**config.mk**
```make
export PLATFORM = sky130hd
export DESIGN_NAME = edge_pe_bank_arbiter
export DESIGN_NICKNAME = d
export VERILOG_FILES = /design/src/rtl/edge_pe_bank_arbiter_pkg.sv /design/src/rtl/edge_pe_bank_arbiter_rr_pick.sv /design/src/rtl/edge_pe_bank_arbiter.sv
export SDC_FILE = /design/constraint.sdc
export NUM_CORES = 1
export LEC_CHECK = 0
export ABC_AREA = 1
export CAP_MARGIN = 20
export CORE_UTILIZATION = 30
export CTS_CLUSTER_SIZE = 16
export DETAILED_ROUTE_END_ITERATION = 7
export PLACE_DENSITY = 0.65
export SETUP_SLACK_MARGIN = 0.1
export SLEW_MARGIN = 15
export SYNTH_ARGS = -nofsm -noshare
export SYNTH_HDL_FRONTEND = slang
export SYNTH_SLANG_ARGS = --single-unit
```
**constraint.sdc**
```tcl
create_clock -name clk -period 5.6 [get_ports clk]
set_clock_uncertainty 0.2 [all_clocks]
set_input_delay 1.12 -clock clk [delete_from_list [all_inputs] [get_ports clk]]
set_output_delay 1.12 -clock clk [all_outputs]
set_load 0.005 [all_outputs]
```
**src/rtl/edge_pe_bank_arbiter_pkg.sv**
```systemverilog
// Shared types and default sizing for the Edge PE packet-SRAM bank arbiter.
// Used by edge_pe_bank_arbiter and its testbench-facing defaults.
package edge_pe_bank_arbiter_pkg;

  localparam int ARB_NUM_REQ = 4;
  localparam int ARB_ADDR_W  = 12;
  localparam int ARB_BURST_W = 4;
  localparam int ARB_DATA_W  = 64;

  typedef enum logic [1:0] {
    IDLE,
    BURST,
    DRAIN
  } arb_state_t;

  // Burst captured at grant time; the requester may change its inputs afterwards.
  typedef struct packed {
    logic [ARB_ADDR_W-1:0]  addr;
    logic [ARB_BURST_W-1:0] len;
  } arb_req_t;

  // A zero-length request still moves one beat.
  function automatic logic [ARB_BURST_W-1:0] eff_len(input logic [ARB_BURST_W-1:0] len);
    return (len == '0) ? ARB_BURST_W'(1) : len;
  endfunction

endpackage

```
**src/rtl/edge_pe_bank_arbiter_rr_pick.sv**
```systemverilog
// Circular priority encoder: first set req bit at or after ptr, wrapping.
// Purely combinational; produces one-hot, index and a valid flag.
module rr_pick #(
  parameter int NUM_REQ = 4,
  parameter int IDX_W   = 2
) (
  input  logic [NUM_REQ-1:0] req,
  input  logic [IDX_W-1:0]   ptr,
  output logic [NUM_REQ-1:0] onehot,
  output logic [IDX_W-1:0]   idx,
  output logic               valid
);

  always_comb begin
    // NOTE: every output gets a default before the loop so no path leaves a latch.
    onehot = '0;
    idx    = '0;
    valid  = 1'b0;
    for (int i = 0; i < NUM_REQ; i++) begin
      logic [IDX_W:0]   sum;
      logic [IDX_W-1:0] j;
      sum = {1'b0, ptr} + (IDX_W+1)'(i);
      if (sum >= (IDX_W+1)'(NUM_REQ)) sum = sum - (IDX_W+1)'(NUM_REQ);
      j = sum[IDX_W-1:0];
      if (!valid && req[j]) begin
        valid     = 1'b1;
        onehot[j] = 1'b1;
        idx       = j;
      end
    end
  end

endmodule

```
**src/rtl/edge_pe_bank_arbiter.sv**
```systemverilog
// Round-robin arbiter sequencing Edge PE burst reads onto the packet SRAM bank.
// Define EDGE_ARB_FIXED_PRIO_EN to replace round-robin with lowest-index-wins.
module edge_pe_bank_arbiter
  import edge_pe_bank_arbiter_pkg::*;
#(
  parameter int NUM_REQ = ARB_NUM_REQ,
  parameter int ADDR_W  = ARB_ADDR_W,
  parameter int BURST_W = ARB_BURST_W,
  parameter int DATA_W  = ARB_DATA_W
) (
  input  logic                       clk,
  input  logic                       reset,
  input  logic [NUM_REQ-1:0]         req,
  input  logic [NUM_REQ*ADDR_W-1:0]  req_addr,
  input  logic [NUM_REQ*BURST_W-1:0] req_len,
  input  logic                       flush,
  input  logic                       bank_busy,
  output logic                       sram_rd_en,
  output logic [ADDR_W-1:0]          sram_addr,
  input  logic [DATA_W-1:0]          sram_rdata,
  output logic [NUM_REQ-1:0]         gnt,
  output logic [NUM_REQ-1:0]         rsp_valid,
  output logic [DATA_W-1:0]          rsp_data,
  output logic [NUM_REQ-1:0]         done,
  output logic                       busy
);

  localparam int IDX_W = (NUM_REQ > 1) ? $clog2(NUM_REQ) : 1;

  arb_state_t          state;
  arb_req_t            cur;
  logic [IDX_W-1:0]    cur_id;
  logic [BURST_W-1:0]  beat_cnt;

  logic [NUM_REQ-1:0]  pick_onehot;
  logic [IDX_W-1:0]    pick_idx;
  logic                pick_valid;
  logic [IDX_W-1:0]    pick_ptr;

`ifdef EDGE_ARB_FIXED_PRIO_EN
  assign pick_ptr = '0;
`else
  logic [IDX_W-1:0] rr_ptr;

  // Pointer advances only on a completed burst; a flush leaves it alone.
  always_ff @(posedge clk or posedge reset) begin
    if (reset) begin
      rr_ptr <= '0;
    end else if (state == DRAIN && !flush) begin
      rr_ptr <= (cur_id == IDX_W'(NUM_REQ-1)) ? '0 : cur_id + 1'b1;
    end
  end

  assign pick_ptr = rr_ptr;
`endif

  rr_pick #(
    .NUM_REQ (NUM_REQ),
    .IDX_W   (IDX_W)
  ) u_rr_pick (
    .req    (req),
    .ptr    (pick_ptr),
    .onehot (pick_onehot),
    .idx    (pick_idx),
    .valid  (pick_valid)
  );

  assign sram_rd_en = (state == BURST) && !bank_busy;
  assign sram_addr  = (state == BURST) ? cur.addr + ADDR_W'(beat_cnt) : '0;
  assign rsp_data   = sram_rdata;
  assign busy       = (state != IDLE);

  always_ff @(posedge clk or posedge reset) begin
    // NOTE: all state here uses <= so every register samples pre-edge values.
    if (reset) begin
      state     <= IDLE;
      cur       <= '0;
      cur_id    <= '0;
      beat_cnt  <= '0;
      gnt       <= '0;
      rsp_valid <= '0;
      done      <= '0;
    end else begin
      // Read data returns one cycle after the strobe; a flush drops it.
      rsp_valid <= (sram_rd_en && !flush) ? gnt : '0;
      done      <= '0;
      if (flush) begin
        state    <= IDLE;
        gnt      <= '0;
        beat_cnt <= '0;
      end else begin
        case (state)
          IDLE: begin
            if (pick_valid) begin
              cur_id   <= pick_idx;
              cur.addr <= req_addr[pick_idx*ADDR_W +: ADDR_W];
              cur.len  <= eff_len(req_len[pick_idx*BURST_W +: BURST_W]);
              beat_cnt <= '0;
              gnt      <= pick_onehot;
              state    <= BURST;
            end
          end
          BURST: begin
            if (sram_rd_en) begin
              beat_cnt <= beat_cnt + 1'b1;
              if (beat_cnt == cur.len - 1'b1) begin
                state <= DRAIN;
                done  <= gnt;
              end
            end
          end
          DRAIN: begin
            state <= IDLE;
            gnt   <= '0;
          end
          default: state <= IDLE;
        endcase
      end
    end
  end

endmodule

```
* Word-level counts from Yosys, hierarchy flattened
Cells that the tools add are included.
Storage, ports and cells: memory bits (read-only) 0, flip-flop bits (word level) 38, bits of input ports 136, bits in latches 0, memories 0, memory bits (writable) 0
Operators by class: reduce and logical (&&, ||, !) cells 24, bitwise operators 4, mux-type cells 52, shift-type cells 2, $lt $le $gt $ge 12, $add $sub $neg 11, eq/ne operators 7, multiply operators 1, divide/modulo/power cells 0
Operators by type and width (number):
- 4-bit two-way mux | 15
- 48-bit by 7-bit indexed part select with 12-bit output | 1
- 2-bit two-way mux | 13
- 4-bit case mux with 2 select lines | 2
- 16-bit by 5-bit indexed part select with 4-bit output | 1
- 12-bit by 4-bit adder with 12-bit output | 1
- 2-bit by 3-bit < comparator with 1-bit output (second input constant) | 4
- 1-bit two-way mux | 12
- 12-bit two-way mux | 1
- 4-bit OR | 3
- 1-bit logical AND | 10
- 3-bit >= comparator (second input constant) | 3
- 3-bit AND reduction | 3
- 1-bit binary-select mux with 2-bit select | 4
- 1-bit demux with 2-bit select | 4
- 2-bit by 1-bit >= comparator with 1-bit output (second input constant) | 4
- 2-bit by 1-bit subtractor with 2-bit output (second input constant) | 4
- 2-bit by 2-bit adder with 3-bit output (second input constant) | 2
- 3-bit inequality test (second input constant) | 2
- 3-bit nonzero test | 2
- 1-bit zero test | 5
- 4-bit by 1-bit adder with 4-bit output (second input constant) | 1
- 2-bit == test (second input constant) | 2
- 4-bit == test | 1
- other kinds (13) | 13

* Logic depth before layout (Yosys ltp)
Gate-level depths: netlist (run 1).
depth in word-level cells 17, mapped depth 15, gate-level depth less buffers 14

* Hierarchy
From an unflattened synthesis (run 1), not the netlist that was laid out.
Unflattened totals: cells, all modules 503, area total of the unflattened synthesis 3463.3 um^2
By module, submodules not included:
- edge_pe_bank_arbiter | times used 1, cells an instance 429, area an instance 3022.9 um^2, seq. area each 950.9 um^2
- rr_pick | times used 1, cells an instance 74, area an instance 440.4 um^2, seq. area each 0.0 um^2

* Worst setup path before layout (run 1)
Ideal clock, no wire load.
kind register to output, from register beat_cnt[2], to output sram_addr[11], data required time 4280 ps, cell stages (with the launch flop) 11, path slack 2574 ps, arrival time 1706 ps, cell sequence dfrtp_1 ha_1 nand3_1 nand2_1 nand2_1 inv_1 nor2_1 nor3_1 nand2_1 nor3b_1 nor3_1
On the way: cells in the longest elaborated chain, start to end 2
Ends and longest elaborated chain:
- start: declaration | RTL line edge_pe_bank_arbiter.sv:33 | logic [BURST_W-1:0] beat_cnt;
- start signal: assignment | RTL line edge_pe_bank_arbiter.sv:105 | beat_cnt <= beat_cnt + 1'b1;
- 12-bit by 4-bit adder with 12-bit output | RTL line edge_pe_bank_arbiter.sv:69 | assign sram_addr = (state == BURST) ? cur.addr + ADDR_W'(beat_cnt) : '0;
- 12-bit two-way mux | RTL line edge_pe_bank_arbiter.sv:69
- end: declaration | RTL line edge_pe_bank_arbiter.sv:19 | output logic [ADDR_W-1:0] sram_addr,
No other way between the ends.

* Worst setup path in the final report (run 1)
from register beat_cnt[2], to output sram_addr[9]
Same word-level chain as after synthesis.

==> metrics.csv, run 1 <==
stage;metric;value;unit
run_status;status;finished clean;
timing;worst_slew_pin_slew;0.608;ns
timing;rsz0062_at_grt;false;
timing;worst_slack;1.51;ns
setup_path;cp.required;4.28;ns
floorplan;fp.dieH;110;um
global_routing;grt_pass1_vias;3147;
setup_path;crit_type;flip-flop to output pin;
timing;slew_violations;0;
timing;maxSlewHeadroom;59.4;%
clock_network;cts_buffer_depth;2;
clock_network;cts_tree;yes;
clock_network;cts-buffers-inserted;5;
timing;period_minus_slack;4.09;ns
global_routing;grt_max_degree;43;
clock_network;root_buffer;clkbuf_16;
synthesis;ys_top_cells_by_count;101 x nand2_1, 66 x buf_4, 46 x inv_1, 38 x dfrtp_1, 35 x nand3_1;
pwr;ir_worst_vdd;0.320;mV
pwr;pwr-share-seq;20.3;%
drt;avgRoutedWirePerCell;14.4;um
min_path;worstHoldStart;cur[4];
setup_path;reg2reg_from;pick_ptr[0];
pwr;leakagePower;1.97;nW
global_routing;overflow;0;
timing;setup_viol;0;
setup_path;critPathMaxFanout;5;
synthesis;ys_warn_count;0;
timing;setup-tns-final;0;ns
drt;drtIter0Drc;167;
floorplan;fp.dieArea;0.0122;mm2
min_path;min_to;cur[4];
synthesis;synth_edf_count;0;
floorplan;io_pins;226;
drt;drt-vias-per-instance;4.77;
setup_path;cp_common_cell;nand2_1;
layout;seq_area;951;um2
setup_path;start_kind;flip-flop;
drt;drc;0;
layout;post-route-util;37.6;%
min_path;hold_path_class;flip-flop to flip-flop;
setup_path;path_cells;ha_1 -> nand3_1 -> nand2_1 -> nand2_1 -> inv_1 -> nor2_1 -> nor3_1 -> inv_1 -> o21ai_0 -> nand2_1 -> nor2_1 -> clkdlybuf4s50_1;
setup_path;r2r_setup_slack;2.42;ns
pwr;combPwrFrac;66.5;%
clock_network;clk_latency;0.28;ns
floorplan;std_cell_rows;39;
layout;multiInputGateArea;0.00182;mm2
synthesis;ys_ff_latch;38;
synthesis;syn_area_per_cell;7.46;um2
drt;num_vias;3098;
pwr;internal_power;1.17;mW
synthesis;async_reset_ff_share;100;%
synthesis;synth_area_leaders;dfrtp_1 27%, buf_4 14%, nand2_1 11%, ha_1 5.3%, nand3_1 5.0%;
floorplan;initial_utilization;30.9;%
floorplan;die_x;110;um
clock_network;htree_num_levels;2;
synthesis;syn_inst;473;
min_path;worstHoldPathCells;2;
place;dpl-instance-area;0.00413;mm2
pwr;sw_frac_of_total;51.0;%
clock_network;cts_resized;0;
setup_path;crit_path_max_incr_delay;0.51;ns
synthesis;yosysTopAreaCellShare;27.0;%
clock_network;post_cts_buffers;0;
synthesis;synthFlopType;dfrtp_1;
timing;fmax;0.244;GHz
pwr;p_sw;1.22;mW
clock_network;clock_sinks;38;
layout;fill_cells;1202;
clock_network;clkTransAtPathRegs;0.06;ns
drt;drtAntennaViolNets;0;
timing;period_share;73.0;%
synthesis;syn_nets;625;
synthesis;yosysUniqueCellTypes;41;
setup_path;crit_path_start;beat_cnt[2];
clock_network;postCtsHoldBufs;0;
setup_path;slowest_stage;clkdlybuf4s50_1;
layout;drive_gt1_share;9.09;%
place;hpwlAfterDp;7550;um
synthesis;netlist_area;0.00353;mm2
synthesis;synth_top_cell_by_area;dfrtp_1;
synthesis;post-synth-top-count-cell;nand2_1;
place;pre_cts_ws;1.85;ns
layout;area.growth.synth_to_final;21.8;%
drt;dr.pass1.iters;4;
layout;antennaDiodeCount;0;
setup_path;r2r-end;cur[9];
setup_path;endpoint_kind;output pin;
layout;finish.instance_area;0.00430;mm2
place;gp_congestion;0.813;
setup_path;cp_data_arrival_time;2.77;ns
place;port_buffers;97;
flow_run;maxCapViolations;0;
layout;nets;657;
timing;finalHoldViolCount;0;
global_routing;grt_pass1_wl;15500;um
setup_path;rr_worst_depth;11;
floorplan;core_area;0.0114;mm2
global_routing;globalRouteTotalUtil;15.4;%
pwr;p_clk_share;13.2;%
synthesis;yosysSeqAreaShare;27.0;%
global_routing;grt_antenna_before_repair;0;
pwr;powerDensity;557;mW/mm2
drt;wirelength;9340;um
[cell families after synthesis]
group                      Yosys count  share of synthesized area, %
buffers and inverters              126                          21.6
AOI/OAI and AO/OA                   68                          12.3
DFF                                 38                          27.0
adders and majority gates           16                          5.89
and+or+nand+nor                    218                          31.6
xor gates and xnor gates             7                          1.74
[layout by cell type (no fill, tap or decap), drive strengths merged, types with 5 or more instances in the layout]
master	count
nand2	114
clkdlybuf4s50	97
inv	53
nand3	42
dfrtp	38
nor2	30
a21oi	19
o21ai	19
o211ai	18
ha	15
nor3	12
or2	10
nand4	7
xnor2	5
clkbuf	5
[metal layers]
| metal | GRT usage, % | wire length, um | vias up |
|---|---|---|---|
| met2 | 26.9 | 4610 | 122 |
| li1 | - | - | 1553 |
| met5 | 0 | 0 | - |
| met3 | 2.36 | 549 | 30 |
| met4 | 6.04 | 180 | 0 |
| met1 | 19.0 | 4000 | 1393 |
[how the worst max path moves through the flow]
stage	endpoint	slack [ns]	depth (start not counted)
6_report	sram_addr[9]	1.51	12
5_1_grt	sram_addr[9]	1.24	12
4_1_cts	sram_addr[9]	1.54	12
3_5_place_dp	sram_addr[9]	1.85	12
3_3_place_gp	sram_addr[9]	1.95	12
2_1_floorplan	sram_addr[11]	2.57	10
[flip-flops by register name, indices dropped and copies added (netlist names)]
| signal | count |
|---|---|
| beat_cnt | 4 |
| cur | 16 |
| cur_id | 2 |
| done | 4 |
| gnt | 4 |
| pick_ptr | 2 |
| rsp_valid | 4 |
| state | 2 |
[power by group through the flow]
stage          logic (mW)  registers, mW  clock network [mW]
4_1_cts              1.62          0.487               0.320
3_3_place_gp         1.58          0.484                   0
3_5_place_dp         1.62          0.490                   0
6_report             1.59          0.486               0.316
5_1_grt              1.80          0.502               0.329
2_1_floorplan        1.30          0.448                   0
[per-stage QoR]
step	std cells	power, mW	hold slack [ns]
3_5_place_dp	641	2.11	0.296
2_1_floorplan	473	1.74	0.249
6_report	649	2.39	0.312
5_1_grt	649	2.63	0.348
4_1_cts	649	2.43	0.312
3_3_place_gp	641	2.06	0.274
[layout make-up]
| cell class | count | area share, % |
|---|---|---|
| multi-input cells | 309 | 42.3 |
| well taps | 143 | 4.16 |
| clock inverters | 3 | 0.932 |
| flip-flops and latches | 38 | 22.1 |
| repair buffers | 98 | 22.8 |
| inverters | 53 | 4.80 |
| clock buffers | 5 | 2.91 |
[critical path: cells and delay by family (launching register included)]
| family | cells | cell delay, ns |
|---|---|---|
| simple gates | 7 | 0.85 |
| compound gates | 1 | 0.20 |
| flops | 1 | 0.42 |
| fa+ha+maj | 1 | 0.36 |
| buf+inv | 3 | 0.65 |
Note: power is estimated with default switching activity, not from simulation.
==> inputs of run 2 (changes only) <==
==> constraint.sdc (replaced) <==
create_clock -name clk -period 3.88 [get_ports clk]
set_clock_uncertainty 0.2 [all_clocks]
set_input_delay 0.776 -clock clk [delete_from_list [all_inputs] [get_ports clk]]
set_output_delay 0.776 -clock clk [all_outputs]
set_load 0.005 [all_outputs]
==> run 2 against run 1 <==
Effect of this change:
- sequential cell count stayed put
- sequential power up 44%
- global-route usage down 0.078 points
- hold slack got worse by 0.0038 ns
- critical path depth decreased by 2
==> metrics.csv, run 2 (synthesis gave the netlist of run 1 again) <==
stage;metric;value;unit;change
layout;post-route-util;37.8;%;+0.14 points
setup_path;crit_end;sram_addr[10];;
pwr;powerDensity;813;mW/mm2;+46%
setup_path;cp_data_arrival_time;2.63;ns;-0.14 ns
drt;drtIter0Drc;154;;-7.8%
layout;drive_gt1_share;9.27;%;+0.18 points
clock_network;cts-buffers-inserted;5;;unchanged
layout;nets;658;;+0.15%
global_routing;grt_pass1_wl;15300;um;-1.1%
setup_path;rr_worst_depth;14;;+3
drt;drt-vias-per-instance;4.87;;+2.1%
layout;layout_commonest_cell;nand2_1;;
global_routing;overflow;0;;unchanged
timing;fmax;0.277;GHz;
setup_path;crit_path_max_incr_delay;0.54;ns;+0.03 ns
global_routing;grt_pass1_vias;3158;;+0.35%
timing;period_share;92.9;%;
clock_network;clkTransAtPathRegs;0.06;ns;about the same
global_routing;grt_max_degree;30;;-30%
min_path;hold_path_class;flip-flop to flip-flop;;
layout;area.growth.synth_to_final;22.2;%;
setup_path;r2r_setup_slack;0.69;ns;-1.73 ns
global_routing;grt_antenna_before_repair;0;;unchanged
setup_path;crit_type;flip-flop to output pin;;
timing;slew_violations;0;;unchanged
setup_path;crit_path_start;beat_cnt[0];;
setup_path;slowest_stage;clkdlybuf4s50_1;;
drt;drc;0;;unchanged
clock_network;clk_latency;0.28;ns;about the same
pwr;ir_worst_vdd;0.440;mV;+37%
place;gp_congestion;0.831;;+2.2%
drt;num_vias;3168;;+2.3%
clock_network;clock_sinks;38;;unchanged
floorplan;initial_utilization;30.9;%;unchanged
setup_path;r2r-end;cur[11];;
setup_path;endpoint_kind;output pin;;
setup_path;cp.required;2.90;ns;-1.38 ns
clock_network;post_cts_buffers;0;;unchanged
timing;setup_viol;0;;unchanged
clock_network;root_buffer;clkbuf_16;;
floorplan;core_area;0.0114;mm2;unchanged
setup_path;crit_family;adder cells;;
setup_path;start_kind;flip-flop;;
place;port_buffers;97;;unchanged
pwr;leakagePower;1.97;nW;about the same
clock_network;cts_tree;yes;;
layout;antennaDiodeCount;0;;unchanged
timing;rsz0062_at_grt;false;;
drt;wirelength;9490;um;+1.6%
run_status;status;finished clean;;
layout;fill_cells;1184;;-1.5%
timing;setup-tns-final;0;ns;unchanged
drt;drtAntennaViolNets;0;;unchanged
timing;worst_slack;0.275;ns;-1.23 ns
floorplan;fp.dieArea;0.0122;mm2;unchanged
timing;finalHoldViolCount;0;;unchanged
global_routing;globalRouteTotalUtil;15.3;%;-0.078 points
layout;layout_common_cells;101 x nand2_1, 97 x clkdlybuf4s50_1, 46 x inv_1;;
setup_path;path_buf_inv;2;;-1
drt;avgRoutedWirePerCell;14.6;um;+1.4%
drt;dr.pass1.iters;4;;unchanged
place;hpwlAfterDp;7740;um;+2.5%
setup_path;cp.depth;10;;-2
floorplan;fp.dieH;110;um;unchanged
layout;largest_reg_flops;16;;unchanged
timing;maxSlewHeadroom;50.8;%;-8.7 points
floorplan;io_pins;226;;unchanged
place;pre_cts_ws;0.433;ns;-1.42 ns
flow_run;maxCapViolations;0;;unchanged
timing;worst_slew_pin_slew;0.738;ns;+0.129 ns
clock_network;cts_buffer_depth;2;;unchanged
setup_path;reg2reg_from;pick_ptr[0];;
clock_network;htree_num_levels;2;;unchanged
setup_path;critPathMaxFanout;6;;+1
floorplan;std_cell_rows;39;;unchanged
layout;max_flop_register;cur;;
floorplan;die_x;110;um;unchanged
timing;period_minus_slack;3.60;ns;
setup_path;path_cells;ha_1 -> fa_1 -> a31oi_2 -> nor2_1 -> inv_1 -> nor2_1 -> nand3_1 -> nor3_1 -> nor3_1 -> clkdlybuf4s50_1;;
run 2: worst min-delay path by stage:
stage,start,end,cells past startpoint
after floorplan,cur[8],cur[8],2
after global placement,cur[13],cur[13],2
after detailed placement,cur[13],cur[13],2
after CTS,cur[13],cur[13],2
after global routing,cur[3],cur[3],2
final,cur[13],cur[13],2
run 2: stage by stage:
stage / cell area [um2] / hold WS (ns) / std cells / total power, mW
floorplan: 3530 / 0.249 / 473 / 2.52
global placement: 4140 / 0.294 / 642 / 3.02
detailed placement: 4140 / 0.292 / 642 / 3.06
CTS: 4300 / 0.310 / 650 / 3.53
global route: 4310 / 0.338 / 650 / 3.84
finish: 4310 / 0.308 / 650 / 3.51
run 2: worst register-to-register path, cell delays in order (launching register included):
cell	delay [ns]
dfrtp_1	0.71
inv_8	0.14
ha_1	0.46
inv_1	0.12
nand3_1	0.09
nand2_1	0.10
a21oi_1	0.20
nand2_2	0.15
nand3_4	0.32
buf_4	0.25
nand2_1	0.07
o211ai_1	0.07
nand2_1	0.08
nand2_1	0.06
nand2_1	0.05
run 2: area by class of cell:
class	count	area (um2)	area share, %
Clock inverter	1	30.0	0.696
Inverter	53	206	4.79
Tap cell	143	179	4.15
Timing Repair Buffer	99	986	22.9
Multi-Input combinational cell	309	1830	42.4
Sequential cell	38	951	22.0
Clock buffer	7	133	3.08
run 2: report_power, final:
| part | switching (mW) | total, mW | internal (mW) |
|---|---|---|---|
| clock | 0.151 | 0.455 | 0.304 |
| sequential | 0.158 | 0.701 | 0.543 |
| combinational | 1.49 | 2.35 | 0.865 |
| total | 1.80 | 3.51 | 1.71 |
run 2: per-layer routing:
layer | share of wire (%) | up-vias | routed length [um] | global-route usage (%)
met2 | 49 | 105 | 4610 | 25.8
li1 | - | 1553 | - | -
met4 | 2.8 | 0 | 261 | 7.20
met5 | 0 | - | 0 | 0
met3 | 6.1 | 37 | 575 | 3.29
met1 | 43 | 1473 | 4040 | 18.7
run 2: what timing repair did:
item	4_1_cts	5_1_grt
gates resized for setup	0	2
hold buffers	0	0
setup endpoints to repair	0	3
hold endpoints to repair	0	0
==> inputs of run 3 (changes only) <==
--- a/config.mk
+++ b/config.mk
@@ -10,7 +10,7 @@
 export CORE_UTILIZATION = 30
 export CTS_CLUSTER_SIZE = 16
 export DETAILED_ROUTE_END_ITERATION = 7
-export PLACE_DENSITY = 0.65
+export PLACE_DENSITY = 0.68
 export SETUP_SLACK_MARGIN = 0.1
 export SLEW_MARGIN = 15
 export SYNTH_ARGS = -nofsm -noshare
==> run 3 against run 2 <==
Effect of this change:
- critical path depth grew 2
- sequential cell count is the same
- core utilization shrank 0.13 points
- global-route usage shrank 0.31 points
- critical endpoint is now sram_addr[9]
- largest power group unchanged
==> metrics.csv, run 3 (synthesis gave the netlist of run 1 again) <==
stage;metric;value;unit;change
clock_network;root_buffer;clkbuf_16;;
place;port_buffers;97;;unchanged
min_path;hold_path_class;flip-flop to flip-flop;;
drt;avgRoutedWirePerCell;14.4;um;-1.3%
pwr;ir_worst_vdd;0.356;mV;-19%
timing;period_share;94.4;%;+1.5 points
clock_network;clock_sinks;38;;unchanged
drt;drtAntennaViolNets;0;;unchanged
clock_network;post_cts_buffers;0;;unchanged
timing;setup_viol;0;;unchanged
timing;finalHoldViolCount;0;;unchanged
pwr;p_total;3.42;mW;-2.3%
global_routing;grt_antenna_before_repair;0;;unchanged
layout;drive_gt1_share;9.49;%;+0.22 points
global_routing;grt_pass1_vias;3163;;+0.16%
setup_path;path_buf_inv;3;;+1
drt;dr.pass1.iters;7;;+3
flow_run;maxCapViolations;0;;unchanged
drt;drtIter0Drc;192;;+25%
min_path;worstHoldStart;cur[13];;
setup_path;crit_path_max_incr_delay;0.51;ns;-0.03 ns
global_routing;grt_util_met2;25.4;%;-0.37 points
run_status;status;finished clean;;
floorplan;die_x;110;um;unchanged
layout;largest_reg_flops;16;;unchanged
global_routing;grt_pass1_wl;15100;um;-1.8%
floorplan;fp.dieH;110;um;unchanged
setup_path;crit_type;flip-flop to output pin;;
layout;nets;657;;-0.15%
setup_path;cp.required;2.90;ns;about the same
layout;layout_common_cells;101 x nand2_1, 97 x clkdlybuf4s50_1, 46 x inv_1;;
clock_network;cts-buffers-inserted;5;;unchanged
setup_path;cp_data_arrival_time;2.69;ns;+0.06 ns
min_path;min_to;cur[13];;
place;gp_congestion;0.871;;+4.8%
setup_path;crit_family;simple AND/OR/NAND/NOR gates;;
place;hpwlAfterDp;7470;um;-3.4%
layout;max_flop_register;cur;;
drt;wirelength;9350;um;-1.4%
layout;area.growth.synth_to_final;21.8;%;
drt;drt-vias-per-instance;4.85;;-0.51%
global_routing;globalRouteTotalUtil;15.0;%;-0.31 points
global_routing;busiest_layer;met2;;
setup_path;reg2reg_from;pick_ptr[0];;
floorplan;io_pins;226;;unchanged
timing;fmax;0.273;GHz;-1.6%
timing;setup-tns-final;0;ns;unchanged
floorplan;initial_utilization;30.9;%;unchanged
floorplan;std_cell_rows;39;;unchanged
setup_path;crit_path_start;beat_cnt[2];;
setup_path;start_kind;flip-flop;;
setup_path;path_cells;ha_1 -> nand3_1 -> nand2_1 -> nand2_1 -> inv_1 -> nor2_1 -> nor3_2 -> inv_1 -> o21ai_0 -> nand2_1 -> nor2_1 -> clkdlybuf4s50_1;;
clock_network;cts_tree;yes;;
timing;worst_slew_pin_slew;0.734;ns;-0.00387 ns
layout;layout_commonest_cell;nand2_1;;
timing;slew_violations;0;;unchanged
drt;num_vias;3147;;-0.66%
min_path;worstHoldPathCells;2;;unchanged
pwr;leakagePower;1.96;nW;-0.48%
floorplan;fp.dieArea;0.0122;mm2;unchanged
setup_path;cp_common_cell;nand2_1;;
drt;drc;0;;unchanged
floorplan;core_area;0.0114;mm2;unchanged
setup_path;r2r-end;cur[13];;
layout;antennaDiodeCount;0;;unchanged
global_routing;overflow;0;;unchanged
pwr;powerDensity;797;mW/mm2;-2.0%
timing;maxSlewHeadroom;51.0;%;+0.26 points
clock_network;htree_num_levels;2;;unchanged
setup_path;endpoint_kind;output pin;;
timing;rsz0062_at_grt;true;;
setup_path;rr_worst_depth;11;;-3
global_routing;globalRouteMet3Util;2.69;%;-0.60 points
clock_network;clk_latency;0.28;ns;about the same
setup_path;r2r_setup_slack;0.72;ns;+0.03 ns
global_routing;use_met1;18.3;%;-0.38 points
setup_path;slowest_stage;clkdlybuf4s50_1;;
global_routing;grt_max_degree;43;;+43%
timing;period_minus_slack;3.66;ns;+0.0578 ns
clock_network;clkTransAtPathRegs;0.06;ns;about the same
setup_path;critPathMaxFanout;5;;-1
clock_network;cts_buffer_depth;2;;unchanged
## run 3: how the worst max path moves through the flow
stage,endpoint,slack (ns),cells past startpoint
after floorplan,sram_addr[11],1.20,10
after global placement,sram_addr[9],0.59,12
after detailed placement,sram_addr[9],0.46,12
after CTS,sram_addr[9],0.15,12
after global routing,sram_addr[9],0.05,12
final,sram_addr[9],0.22,12
## run 3: worst register-to-register path: cells and delay by family (launching register included)
family          cells  cell delay [ns]
fa+ha+maj           1             0.44
compound gates      2             0.17
simple gates        6             1.21
buf+inv             2             0.29
flops               1             0.72
## run 3: stage by stage
stage          hold slack, ns  worst slack, ns  instance area, um2  cells  utilization (%)
3_5_place_dp            0.285            0.462                4130    641             36.2
5_1_grt                 0.323           0.0502                4300    649             37.6
6_report                0.304            0.217                4300    649             37.6
3_3_place_gp            0.289            0.586                4130    641             36.2
2_1_floorplan           0.249             1.20                3530    473                -
4_1_cts                 0.302            0.145                4290    649             37.5
## run 3: final cells by class
cell class | count | area (um2)
sequential | 38 | 951
tap | 143 | 179
multi-input combinational | 309 | 1830
inverter | 53 | 206
timing repair buffer | 98 | 978
fill | 1193 | 7120
clock buffer | 6 | 139
clock inverter | 2 | 16.3
## run 3: power by group
part           leakage [nW]  switching, mW  internal, mW
sequential            0.489          0.151         0.543
clock                0.0735          0.158         0.258
combinational          1.40           1.46         0.851
## run 3: layer usage
| layer | part of all wire [%] | vias to the layer above |
|---|---|---|
| met4 | 3.3 | 0 |
| met2 | 48 | 112 |
| met5 | 0 | - |
| li1 | - | 1547 |
| met1 | 42 | 1443 |
| met3 | 6.2 | 45 |
## run 3: timing repair
| item | CTS | global route |
|---|---|---|
| hold buffers | 0 | 0 |
| gates resized for setup | 0 | 2 |
| setup endpoints to repair | 0 | 3 |
